==> src/rtl/bus_rd_arbiter.sv <==
// Round-robin arbiter sharing one AR/R read channel among NUM_REQ readers, one burst in flight.
// Optional address/data watchdog is built only when RD_TIMEOUT_EN is defined.
module bus_rd_arbiter #(
    parameter int NUM_REQ     = 4,
    parameter int ADDR_W      = 28,
    parameter int ID_W        = 4,
    parameter int LEN_W       = 4,
    parameter int TIMEOUT_CYC = 1024
) (
    input  logic                      clk,
    input  logic                      rst_n,
    input  logic [NUM_REQ-1:0]        ReqArb_arvalid,
    input  logic [NUM_REQ*ID_W-1:0]   ReqArb_aruserid,
    input  logic [NUM_REQ*LEN_W-1:0]  ReqArb_arlen,
    input  logic [NUM_REQ-1:0]        ReqArb_aruserap,
    input  logic [NUM_REQ*ADDR_W-1:0] ReqArb_araddr,
    output logic [NUM_REQ-1:0]        ArbReq_arready,
    output logic [NUM_REQ-1:0]        ArbReq_rvalid,
    output logic                      ArbReq_rlast,
    output logic [31:0]               ArbReq_rdata,
    output logic                      ArbBus_arvalid,
    output logic [ID_W-1:0]           ArbBus_aruserid,
    output logic [LEN_W-1:0]          ArbBus_arlen,
    output logic                      ArbBus_aruserap,
    output logic [ADDR_W-1:0]         ArbBus_araddr,
    input  logic                      BusArb_arready,
    input  logic                      BusArb_rvalid,
    input  logic                      BusArb_rlast,
    input  logic [ID_W-1:0]           BusArb_rid,
    input  logic [31:0]               BusArb_rdata,
    output logic                      ArbSt_busy,
    output logic [2:0]                ArbSt_grant,
    output logic                      ArbErr_len,
    output logic                      ArbErr_timeout,
    input  logic                      ArbErr_clr
);
    localparam int GW = (NUM_REQ > 1) ? $clog2(NUM_REQ) : 1;

    typedef enum logic [1:0] {IDLE = 2'd0, ADDR = 2'd1, DATA = 2'd2} state_t;

    state_t            state, state_nxt;
    logic [GW-1:0]     grant, last_grant, pick;
    logic              pick_vld;
    logic [LEN_W:0]    beat_cnt;
    logic              addr_done, beat_hit, last_hit, len_bad, to_hit, to_fire;

    logic [ID_W-1:0]   req_id   [NUM_REQ];
    logic [LEN_W-1:0]  req_len  [NUM_REQ];
    logic [ADDR_W-1:0] req_addr [NUM_REQ];

    for (genvar i = 0; i < NUM_REQ; i++) begin : g_unpack
        assign req_id[i]   = ReqArb_aruserid[i*ID_W +: ID_W];
        assign req_len[i]  = ReqArb_arlen[i*LEN_W +: LEN_W];
        assign req_addr[i] = ReqArb_araddr[i*ADDR_W +: ADDR_W];
    end

    // First requester after last_grant, wrapping around.
    always_comb begin : rr_pick
        int idx;
        idx      = 0;
        pick     = '0;
        pick_vld = 1'b0;
        for (int k = 1; k <= NUM_REQ; k++) begin
            idx = (int'(last_grant) + k) % NUM_REQ;
            if (!pick_vld && ReqArb_arvalid[GW'(idx)]) begin
                pick     = GW'(idx);
                pick_vld = 1'b1;
            end
        end
    end

    assign addr_done = (state == ADDR) && BusArb_arready;
    assign beat_hit  = (state == DATA) && BusArb_rvalid && (BusArb_rid == ArbBus_aruserid);
    assign last_hit  = beat_hit && BusArb_rlast;
    assign len_bad   = (beat_cnt + (LEN_W+1)'(1)) !=
                       ((LEN_W+1)'(ArbBus_arlen) + (LEN_W+1)'(1));
    // A handshake or final beat in the same cycle as expiry completes normally.
    assign to_fire   = to_hit && !addr_done && !last_hit;

`ifdef RD_TIMEOUT_EN
    logic [15:0] to_cnt;

    assign to_hit = (state != IDLE) && (to_cnt == 16'(TIMEOUT_CYC - 1));

    always_ff @(posedge clk or negedge rst_n) begin
        if (!rst_n) begin
            to_cnt         <= '0;
            ArbErr_timeout <= 1'b0;
        end else begin
            to_cnt <= (state == IDLE) ? 16'd0 : to_cnt + 16'd1;
            if (to_fire)
                ArbErr_timeout <= 1'b1;
            else if (ArbErr_clr)
                ArbErr_timeout <= 1'b0;
        end
    end
`else
    assign to_hit         = 1'b0;
    assign ArbErr_timeout = 1'b0;
`endif

    always_ff @(posedge clk or negedge rst_n) begin
        if (!rst_n)
            state <= IDLE;
        else
            state <= state_nxt;
    end

    always_comb begin
        state_nxt = state;
        case (state)
            IDLE:    if (pick_vld) state_nxt = ADDR;
            ADDR: begin
                if (addr_done)    state_nxt = DATA;
                else if (to_fire) state_nxt = IDLE;
            end
            DATA:    if (last_hit || to_fire) state_nxt = IDLE;
            default: state_nxt = IDLE;
        endcase
    end

    always_comb begin
        ArbReq_arready = '0;
        ArbReq_rvalid  = '0;
        ArbReq_rlast   = 1'b0;
        if (addr_done) ArbReq_arready[grant] = 1'b1;
        if (beat_hit)  ArbReq_rvalid[grant]  = 1'b1;
        if (state == DATA) ArbReq_rlast = BusArb_rlast;
    end

    assign ArbReq_rdata = BusArb_rdata;
    assign ArbSt_busy   = (state != IDLE);
    assign ArbSt_grant  = 3'(grant);

    always_ff @(posedge clk or negedge rst_n) begin
        if (!rst_n) begin
            grant           <= '0;
            last_grant      <= GW'(NUM_REQ - 1);
            beat_cnt        <= '0;
            ArbBus_arvalid  <= 1'b0;
            ArbBus_aruserid <= '0;
            ArbBus_arlen    <= '0;
            ArbBus_aruserap <= 1'b0;
            ArbBus_araddr   <= '0;
        end else begin
            if (state == IDLE && pick_vld) begin
                grant           <= pick;
                ArbBus_arvalid  <= 1'b1;
                ArbBus_aruserid <= req_id[pick];
                ArbBus_arlen    <= req_len[pick];
                ArbBus_aruserap <= ReqArb_aruserap[pick];
                ArbBus_araddr   <= req_addr[pick];
                beat_cnt        <= '0;
            end
            if (addr_done || to_fire)
                ArbBus_arvalid <= 1'b0;
            if (beat_hit)
                beat_cnt <= beat_cnt + (LEN_W+1)'(1);
            if (last_hit || to_fire)
                last_grant <= grant;
        end
    end

    // Setting a flag takes priority over a simultaneous clear.
    always_ff @(posedge clk or negedge rst_n) begin
        if (!rst_n)
            ArbErr_len <= 1'b0;
        else if (last_hit && len_bad)
            ArbErr_len <= 1'b1;
        else if (ArbErr_clr)
            ArbErr_len <= 1'b0;
    end

endmodule

==> config.mk <==
export PLATFORM = sky130hd
export DESIGN_NAME = bus_rd_arbiter
export DESIGN_NICKNAME = d
export VERILOG_FILES = /design/src/rtl/bus_rd_arbiter.sv
export SDC_FILE = /design/constraint.sdc
export NUM_CORES = 1
export LEC_CHECK = 0
export CAP_MARGIN = 15
export CORE_AREA = 2 2 108 110
export DETAILED_ROUTE_END_ITERATION = 6
export DIE_AREA = 0 0 110 112
export GPL_TIMING_DRIVEN = 0
export PLACE_DENSITY = 0.77
export RECOVER_POWER = 100
export SETUP_SLACK_MARGIN = 0.02
export SLEW_MARGIN = 30
export SYNTH_ARGS = -nofsm -noshare
export SYNTH_HDL_FRONTEND = slang
export SYNTH_SLANG_ARGS = --single-unit
==> constraint.sdc <==
create_clock -name clk -period 1.85 [get_ports clk]
set_input_delay 0.37 -clock clk [delete_from_list [all_inputs] [get_ports clk]]
set_output_delay 0.37 -clock clk [all_outputs]
set_load 0.01 [all_outputs]
==> impl_results.md <==
- Outcome: finished, violations left
- Failing checks: setup timing
- Final WS setup: -0.231 ns
- Area growth, synth to finish: 97.1%
- Slew Limit Fails: 0
- LEAKAGE: ~3.1 nW
- Power density over the cells: 1130 nW/µm²
- CP peak stage delay: 0.41 ns
- Largest family of logic cells by synthesized area: multiplexers
- Non-filler cells, final: 768
- DR pass1 iterations: 4
- Total Power: 7.75 mW
- Adder and majority gate portion of the synthesized area: 0.720%
- Seq cells post-synth: 50
- Worst slew pin tran: 0.704 ns
- Most frequent cells after synthesis: 75 x mux2i_1, 48 x dfrtp_1, 44 x nand2_1
- Final period utilization: 112%
- Antenna diode count: 0
- Pre-CTS setup slack: -1.12 ns
- CTS root buffer: clkbuf_16
- Fin Setup TNS: -3.23 ns
- H-tree depth: 2
- CTS tree: built
- Filler cell count: 947
- Total wire length: 13800 µm
- Worst-path fanout max: 5
- Global-route wire length before repair: 20300 µm
- Mux contribution to synthesized area: 22.6%
- Share of the synthesized area in the top cell type: 34.6%
- Final Setup Violations: 41
- Row count: 39
- DRC: 0
- Critical path capture point type: output pin
- Post-synthesis xor/xnor area fraction: 3.02%
- Drt first-iter violations: ~110
- Vias in the first global route: 3917
- Antenna Nets Post-Route: 0
- Asr flop ratio synth: 100%
- Startpoint Class: flop
- Placed insts: about 730
- Port Buffers: 244
- Simple-gate share of the synthesized area: 10.6%
- Compound-Gate Fraction of Synth Area: roughly 13%
- Drt wl/cell: 17.9 µm
- Post-synthesis sequential area ratio: 36.1%
- Clock transition at path regs: 0.07 ns
- RSZ-0062 raised after global routing: true
- Area after DPL: 6130 µm²
- Top cell by count, worst path: nor3_2
- Fin util: 61.3%
- Mapped Cells: 339
- Hold Path Class: in -> reg
- Gr busiest metal: met2
- Largest cells by area after synthesis: dfrtp_1 35%, mux2i_1 22%, o221ai_1 9.3%
- WP data arrival: 1.71 ns
- Routed via count: 3761
- Chip Width: 110 µm
- Final GP Congestion: 0.757
- Pin count of the biggest net entering global routing: around 50
- Hold Fails Final Rpt: 0
- Synth Warn #: 0
- Die Y-Extent: roughly 110 µm
- Slowest stage cell, crit path: dfrtp_1
- Hpwl dp: between 10000 and 15000 µm
- GRT Util Overall: 21.7%
- Met2 usage: 41.0%
- Relative slew slack: 53.1%
- Mapped Avg Cell Area: 10.3 µm²
- DR vias/cell: 4.90
- WHS: 0.392 ns
- Cell Area, Synth: 3480 µm²
- Grt met1 use: 24.2%
- Worst reg2reg startpoint: last_grant[1]
- Synth area leader: dfrtp_1
- Post-synth cell types: 40
- DIE AREA: 12300 µm²
- Initial antenna violation count: 0
- Clk Latency, worst-skew pair: 0.29 ns
- Grt met3 use: 5.39%
- Initial core utilization: a little under a third
- Core ar.: 11200 µm²
- Grt ovf: 0
- Ys flop type: dfrtp_1
- Max-cap violations: 0
- Peak Freq: approximately 480 MHz
- Max clock buf depth: 2
- # IOs: approximately 280
- CTS Buf Count: 5
- Origin of the worst setup path: ArbBus_aruserid[3]
- Hold_sp: BusArb_arready
- Crit path time final: 2.08 ns
- Number of clock sinks: 50
- Peak supply drop: 536 µV
- Share of cells above drive strength 1: 22.4%
- Cell Chain, Critical Path: xor2_2, nor3_2, nand4_1, buf_6, nor3_2, buf_2
- Final instance area: 6850 µm²
- Number of flops mapped to enable cells by yosys: 0
- Setup CP Type: reg -> out
- Top-count cell post-synth: mux2i_1
- Clock skew: about 0.0045 ns
- Fin nets: 821
- Required time worst endpoint: 1.48 ns
[critical path: cells and delay by family, from the launching register on]
family        cells  cell delay, ns
buf+inv           2            0.31
simple gates      3            0.50
flops             1            0.41
xor+xnor          1            0.20
[power by group]
part	switching (mW)	internal [mW]	total, mW
Combinational	2.13	2.73	4.87
Clock	0.411	0.496	0.907
Sequential	0.393	1.58	1.98
Total	2.94	4.81	7.75
[worst paths after layout]
check	endpoint	slack (ns)	cells after the start
max reg2reg	ArbBus_araddr[18]	-0.10	8
max in group asynchronous	grant[0]	0.41	3
max	ArbReq_rvalid[0]	-0.23	6
min	state[0]	0.39	2
min reg2reg	ArbBus_araddr[20]	0.48	2
min in group asynchronous	state[1]	0.43	2
[cells by family (layout without fill, tap and decap cells)]
| kind of cell | after synthesis | count (layout) |
|---|---|---|
| flops | 50 | 50 |
| fa+ha+maj | 2 | 2 |
| mux | 78 | 78 |
| buf+inv | 60 | 345 |
| other cells | 1 | 2 |
| simple gates | 82 | 82 |
| compound gates | 54 | 54 |
| xor+xnor | 12 | 12 |
[flip-flops by register name, summed over array words and instances, names as in the netlist]
| register | flops |
|---|---|
| last_grant | 2 |
| ArbBus_araddr | 28 |
| ArbBus_aruserid | 4 |
| beat_cnt | 5 |
| ArbBus_aruserap | 1 |
| state | 2 |
| ArbBus_arlen | 4 |
| ArbErr_len | 1 |
| ArbBus_arvalid | 1 |
| grant | 2 |
[placed cells by master, fill, tap and decap left out, types with 2 or more instances in the layout]
cell             instances
clkdlybuf4s50_1        161
dlygate4sd3_1           65
mux2i_1                 59
buf_4                   54
dfrtp_1                 45
nand2_1                 45
o221ai_1                29
buf_12                  11
mux2i_2                 10
dlygate4sd2_1           10
nor2_1                   9
buf_6                    9
nand3_1                  8
o221ai_2                 8
xor2_1                   6
mux2i_4                  6
o21ai_0                  6
buf_2                    6
inv_1                    5
xnor2_1                  5
buf_8                    5
clkbuf_1                 5
clkbuf_16                5
nand2b_1                 4
nor3_2                   3
o211ai_1                 3
clkbuf_2                 3
dfrtp_2                  3
nand3b_1                 2
nand4_1                  2
a21oi_1                  2
mux2_4                   2
ha_1                     2
conb_1                   2
buf_16                   2
dfstp_2                  2
[what timing repair did]
action	CTS	global route
pin swaps	36	21
buffers inserted	34	6
endpoints found under the setup margin	57	48
hold buffers	1	0
hold endpoints to repair	2	0
gates resized for setup	102	48
gates cloned	9	0
[layer usage]
layer	share of wire [%]	wire [µm]
met1	37	5080
met2	54	7400
met3	8.7	1200
met4	0.81	112
met5	0	0
[cell type report]
type                            count  area, µm²  area share (%)
Buffer                             52        474            6.92
Clock buffer                        6        129            1.88
Clock inverter                      1       7.51           0.110
Inverter                            5       18.8           0.274
Multi-Input combinational cell    230       1960            28.6
Sequential cell                    50       1260            18.4
Tap cell                          143        179            2.61
Timing Repair Buffer              281       2820            41.2
(Power assumes the default switching activity.)
